`config.mk`:
```
export PLATFORM = sky130hd
export DESIGN_NAME = latch_load_sequencer_flat
export DESIGN_NICKNAME = d
export VERILOG_FILES = /design/src/rtl/latch_load_sequencer_pkg.sv /design/src/rtl/latch_load_sequencer_if.sv /design/src/rtl/latch_load_sequencer_timer.sv /design/src/rtl/latch_load_sequencer.sv /design/src/flat_wrapper.sv
export SDC_FILE = /design/constraint.sdc
export NUM_CORES = 1
export LEC_CHECK = 0
export BUFFER_PORTS_ARGS = -buffer_cell sky130_fd_sc_hd__buf_2
export CORE_ASPECT_RATIO = 0.9
export CORE_MARGIN = 3
export CORE_UTILIZATION = 45
export DETAILED_ROUTE_END_ITERATION = 8
export PLACE_DENSITY = 0.79
export SETUP_SLACK_MARGIN = 0.4
export SLEW_MARGIN = 20
export SYNTH_ARGS = -nofsm -noshare
export SYNTH_HDL_FRONTEND = slang
export SYNTH_SLANG_ARGS = --single-unit
```
`constraint.sdc`:
```
create_clock -name clk -period 2 [get_ports clk]
set_input_delay 0.2 -clock clk [delete_from_list [all_inputs] [get_ports clk]]
set_output_delay 0.2 -clock clk [all_outputs]
set_load 0.05 [all_outputs]
```
`src/rtl/latch_load_sequencer_pkg.sv`:
```
// Shared types and constants for the latch load sequencer: state encoding,
// timer width and default window lengths.
package latch_seq_pkg;

  localparam int unsigned TIMER_W       = 8;
  localparam int unsigned TIMER_MAX     = (1 << TIMER_W) - 1;

  localparam int unsigned DEF_WIDTH     = 8;
  localparam int unsigned DEF_SETUP_CYC = 2;
  localparam int unsigned DEF_EN_CYC    = 3;
  localparam int unsigned DEF_HOLD_CYC  = 1;

  typedef enum logic [1:0] {
    IDLE   = 2'd0,
    SETUP  = 2'd1,
    ENABLE = 2'd2,
    HOLD   = 2'd3
  } seq_state_t;

  typedef logic [TIMER_W-1:0] timer_t;

  // A window of N cycles expires when the timer, loaded with N-1, reaches 0.
  function automatic timer_t cyc_to_load(input int unsigned cyc);
    return timer_t'(cyc - 1);
  endfunction

endpackage

```
`src/rtl/latch_load_sequencer_if.sv`:
```
// Upstream valid/ready word handshake into the latch load sequencer.
interface latch_load_sequencer_if #(
  parameter int unsigned WIDTH = 8
) ();

  logic             in_valid;
  logic             in_ready;
  logic [WIDTH-1:0] in_data;

  modport master (output in_valid, output in_data, input in_ready);
  modport slave  (input in_valid, input in_data, output in_ready);

endinterface

```
`src/rtl/latch_load_sequencer_timer.sv`:
```
// 8-bit down-counter that stops at zero; reloaded by the sequencer on every
// state transition.
module latch_seq_timer
  import latch_seq_pkg::*;
(
  input  logic   clk,
  input  logic   rst_n,
  input  logic   load,
  input  timer_t load_val,
  output logic   zero
);

  timer_t count;

  always_ff @(posedge clk or negedge rst_n) begin
    if (!rst_n) begin
      count <= '0;
    end else if (load) begin
      count <= load_val;
    end else if (count != '0) begin
      count <= count - timer_t'(1);
    end
  end

  assign zero = (count == '0);

endmodule

```
`src/rtl/latch_load_sequencer.sv`:
```
// Drives a bank of level-sensitive latches with a registered, glitch-free
// d/en sequence: setup window, enable window, hold window per accepted word.
module latch_load_sequencer
  import latch_seq_pkg::*;
#(
  parameter int unsigned WIDTH     = DEF_WIDTH,
  parameter int unsigned SETUP_CYC = DEF_SETUP_CYC,
  parameter int unsigned EN_CYC    = DEF_EN_CYC,
  parameter int unsigned HOLD_CYC  = DEF_HOLD_CYC
) (
  input  logic                   clk,
  input  logic                   rst_n,
  latch_load_sequencer_if.slave  up,
  input  logic                   flush,
  output logic [WIDTH-1:0]       d,
  output logic                   en,
  output logic                   busy,
  output logic                   done
);

  if (SETUP_CYC < 1 || SETUP_CYC > TIMER_MAX ||
      EN_CYC    < 1 || EN_CYC    > TIMER_MAX ||
      HOLD_CYC  < 1 || HOLD_CYC  > TIMER_MAX) begin : g_bad_param
    $error("latch_load_sequencer: SETUP_CYC, EN_CYC and HOLD_CYC must be in 1..255");
  end

  localparam timer_t SETUP_LOAD = cyc_to_load(SETUP_CYC);
  localparam timer_t EN_LOAD    = cyc_to_load(EN_CYC);
  localparam timer_t HOLD_LOAD  = cyc_to_load(HOLD_CYC);

  seq_state_t       state_q, state_n;
  logic [WIDTH-1:0] d_q, d_n;
  logic             en_q, en_n;
  logic             ready_q, ready_n;
  logic             busy_q, busy_n;
  logic             done_q, done_n;
  logic             tmr_load;
  timer_t           tmr_val;
  logic             tmr_zero;

  latch_seq_timer u_timer (
    .clk      (clk),
    .rst_n    (rst_n),
    .load     (tmr_load),
    .load_val (tmr_val),
    .zero     (tmr_zero)
  );

  always_ff @(posedge clk or negedge rst_n) begin
    if (!rst_n) begin
      state_q <= IDLE;
      d_q     <= '0;
      en_q    <= 1'b0;
      ready_q <= 1'b1;
      busy_q  <= 1'b0;
      done_q  <= 1'b0;
    end else begin
      state_q <= state_n;
      d_q     <= d_n;
      en_q    <= en_n;
      ready_q <= ready_n;
      busy_q  <= busy_n;
      done_q  <= done_n;
    end
  end

  // Every output is computed one cycle ahead here and registered above, so
  // en and friends never see a combinational path from the inputs.
  always_comb begin
    state_n  = state_q;
    d_n      = d_q;
    en_n     = en_q;
    ready_n  = ready_q;
    busy_n   = busy_q;
    done_n   = 1'b0;
    tmr_load = 1'b0;
    tmr_val  = '0;

    if (flush && busy_q) begin
      state_n = IDLE;
      en_n    = 1'b0;
      ready_n = 1'b1;
      busy_n  = 1'b0;
    end else begin
      case (state_q)
        IDLE: begin
          if (up.in_valid && ready_q) begin
            d_n      = up.in_data;
            state_n  = SETUP;
            ready_n  = 1'b0;
            busy_n   = 1'b1;
            tmr_load = 1'b1;
            tmr_val  = SETUP_LOAD;
          end
        end
        SETUP: begin
          if (tmr_zero) begin
            state_n  = ENABLE;
            en_n     = 1'b1;
            tmr_load = 1'b1;
            tmr_val  = EN_LOAD;
          end
        end
        ENABLE: begin
          if (tmr_zero) begin
            state_n  = HOLD;
            en_n     = 1'b0;
            tmr_load = 1'b1;
            tmr_val  = HOLD_LOAD;
          end
        end
        HOLD: begin
          if (tmr_zero) begin
            state_n = IDLE;
            done_n  = 1'b1;
            ready_n = 1'b1;
            busy_n  = 1'b0;
          end
        end
      endcase
    end
  end

  assign up.in_ready = ready_q;
  assign d           = d_q;
  assign en          = en_q;
  assign busy        = busy_q;
  assign done        = done_q;

endmodule
```
`src/flat_wrapper.sv`:
```
// flat-port wrapper written by rule: the top's interface ports become plain ports
module latch_load_sequencer_flat import latch_seq_pkg::*;
#(
  parameter int unsigned WIDTH     = DEF_WIDTH,
  parameter int unsigned SETUP_CYC = DEF_SETUP_CYC,
  parameter int unsigned EN_CYC    = DEF_EN_CYC,
  parameter int unsigned HOLD_CYC  = DEF_HOLD_CYC
)
  (clk, rst_n, flush, d, en, busy, done, up_in_valid, up_in_data, up_in_ready);
  latch_load_sequencer_if #(.WIDTH(WIDTH)) up_i ();
  input  logic clk;
  input  logic rst_n;
  input  logic flush;
  output logic [WIDTH-1:0] d;
  output logic en;
  output logic busy;
  output logic done;
  input wire logic [$bits(up_i.in_valid)-1:0] up_in_valid;
  input wire logic [$bits(up_i.in_data)-1:0] up_in_data;
  output wire logic [$bits(up_i.in_ready)-1:0] up_in_ready;
  assign up_i.in_valid = up_in_valid;
  assign up_i.in_data = up_in_data;
  assign up_in_ready = up_i.in_ready;
  latch_load_sequencer #(.WIDTH(WIDTH), .SETUP_CYC(SETUP_CYC), .EN_CYC(EN_CYC), .HOLD_CYC(HOLD_CYC)) u_core (.clk(clk), .rst_n(rst_n), .up(up_i), .flush(flush), .d(d), .en(en), .busy(busy), .done(done));
endmodule
```
==> results.cfg <==
[synth]
yosysMostFrequentCell = dfrtp_1
synth-edff-count = 0
synthTopCellsByArea = dfrtp_1, ha_1, mux2_2, a21oi_1, nor2_1
synth.distinct_cells = 34
yosys_warnings = 0
synth_area_um2 = 1130
ys_async_sr_fraction_pct = 100
synth_top_cell_by_area = dfrtp_1
yosysSeqAreaShare_pct = 48.6
netlist_instances = 106
synth_top_area_share_pct = 46.3
yosys_register_bits = 22
avgSynthCellArea_um2 = 10.7
syn-num-nets = 126
synth_common_cells = dfrtp_1, a21oi_1, nor2_1, ha_1, mux2_2
synth_ff_type = dfrtp_1

[drt]
wirelength_um = 2680
avgViaCountPerCell = 5.49
drc = 0
num_vias = 966
ant_nets = 0
wl_per_cell_um = 15.2
dr.pass1.iters = 4
drtIter0Drc = 21

[global_route]
grt_max_degree = 23
grt_pass1_vias = 839
grt-ovfl-total = 0
grt_pass1_wl_um = 3710
antenna_found_initial = 0
grt_usage_pct = 15.7

[placement]
gp_congestion = 0.813
io_buffers = 23
place_hpwl_um = 1770
placed_cell_area_um2 = 1320

[run_status]
status = finished clean

[worst_setup_path]
worst_ep_arrival_time_ns = 2.03
start_kind = register
r2r_cells = 4
r2r-start = u_core.u_timer.count[5]
reg2reg_to = u_core.busy
path_class = register to register
cp-end-kind = register
timing.reg2reg.setup_slack_ns = 0.18
required_ns = 2.21
path_max_fanout = 3

[final_layout]
nets = 170
seqCellArea_um2 = 556
num_antenna_cells = 0
final_layout_size_suffix_gt1_share_pct = 57.7
fillCellCount = 181
multi_input_area_um2 = 703
stdcell_area_um2 = 1610
synthToLayoutAreaGrowth_pct = 41.7

[clock_network]
tritoncts = done
h-tree-depth = 1
clock_latency_ns = 0.31
cts_buffers = 3
cts_root_buf = clkbuf_4
clk_pin_slew_ns = 0.13
clk_path_buf_depth = 2
clkSinkCount = 22

[power]
power.total_mw = 3.02
power_density_nw_per_um2 = 1880
irDropWorstVdd_uv = 1460
p_leak_nw = 0.714

[sta]
final-setup-viol-count = 0
slew_viol_final = 0
period_share_pct = 91.1
relSlewSlack_pct = 66.6
hold_viol = 0
fin_tns_setup_ns = 0
finClkSkew_ns = 0.00363
clock.fmax_mhz = 549
rsz0062_at_grt = yes
tightest_slew_ns = 0.501
period_needed_ns = 1.82

[die]
fp.dieArea_um2 = 3160
row_count = 16
initial_core_util_pct = 49.7
io_pins = 24
die_w_um = 58.9
coreArea_um2 = 2280
die_h_um = 53.6

[job]
drv_cap = 0

[min_path]
min_to = u_core.d[6]
min_path_type = primary input to register
min-delay-start = up_in_data[6]
whs_path_depth = 2
## flip-flops by register name, indices dropped and copies added (netlist names)
name and flops:
u_core.u_timer.count 8, u_core.busy 1, u_core.up.in_ready 1, u_core.state_q 2
u_core.d 8, u_core.done 1, u_core.en 1
## worst max-delay path, stage by stage (launching register included)
cell	delay (ns)
dfrtp_1	0.42
or4_4	0.58
or4_4	0.53
a21oi_2	0.14
nor2_1	0.04
## layout by cell type, fill, tap and decap left out, types with 4 or more instances in the layout
cell and n:
mux2_2 8, buf_2 23, a21oi_1 4, nor2_1 6
nand2_1 4, dfrtp_1 18, buf_4 15, inv_2 4
a21oi_2 5, ha_1 5, o21ai_0 4
## what timing repair did
| action | CTS | global route |
|---|---|---|
| hold endpoints to repair | 21 | 0 |
| pin swaps | 2 | 10 |
| resized for setup | 3 | 25 |
| endpoints found under the setup margin | 22 | 22 |
| setup buffers | 6 | 10 |
| hold buffers | 1 | 0 |
| cloned | 0 | 0 |
## cell type report
cell class	count	area share (%)
flip-flops and latches	22	34.6
repair buffers	40	16.0
inverters	5	1.32
multi-input cells	78	43.7
clock buffers	4	2.26
well taps	27	2.10
## through the flow
step / std cells / utilization [%] / setup WS (ns) / hold WS, ns
floorplan: 106 / - / 0.279 / -0.0956
global placement: 155 / 57.9 / 0.208 / 0.188
detailed placement: 155 / 57.9 / 0.165 / 0.186
CTS: 166 / 62.7 / 0.191 / 0.104
global route: 176 / 70.4 / 0.121 / 0.0948
finish: 176 / 70.4 / 0.178 / 0.108
## how the worst max path moves through the flow
| stage | startpoint | end | depth (start not counted) |
|---|---|---|---|
| finish | u_core.u_timer.count[5] | u_core.busy | 4 |
| global route | u_core.u_timer.count[3] | u_core.busy | 4 |
| CTS | u_core.u_timer.count[4] | u_core.busy | 4 |
| detailed placement | u_core.u_timer.count[1] | u_core.busy | 6 |
| global placement | u_core.u_timer.count[1] | u_core.busy | 6 |
| floorplan | u_core.u_timer.count[0] | u_core.busy | 6 |
## logic make-up after synthesis
group	count (synthesis)	share of synthesized area (%)
AOI/OAI and AO/OA	24	13.1
xor gates and xnor gates	2	1.54
adders and majority gates	8	8.82
buffers and inverters	6	1.98
DFF	22	48.6
muxes	9	8.82
and+or+nand+nor	35	17.1
## power by group
group / switching, mW / total (mW) / internal (mW)
Sequential: 0.161 / 0.826 / 0.664
Combinational: 1.13 / 1.94 / 0.806
Clock: 0.141 / 0.252 / 0.111
## metal layers
| metal | GRT usage (%) | vias to the layer above | wire [µm] |
|---|---|---|---|
| met5 | 0 | - | 0 |
| met4 | 5.28 | 0 | 23 |
| met3 | 5.28 | 4 | 99 |
| met2 | 24.6 | 20 | 1390 |
| met1 | 20.4 | 475 | 1160 |
| li1 | - | 467 | - |
(Power assumes the default switching activity.)
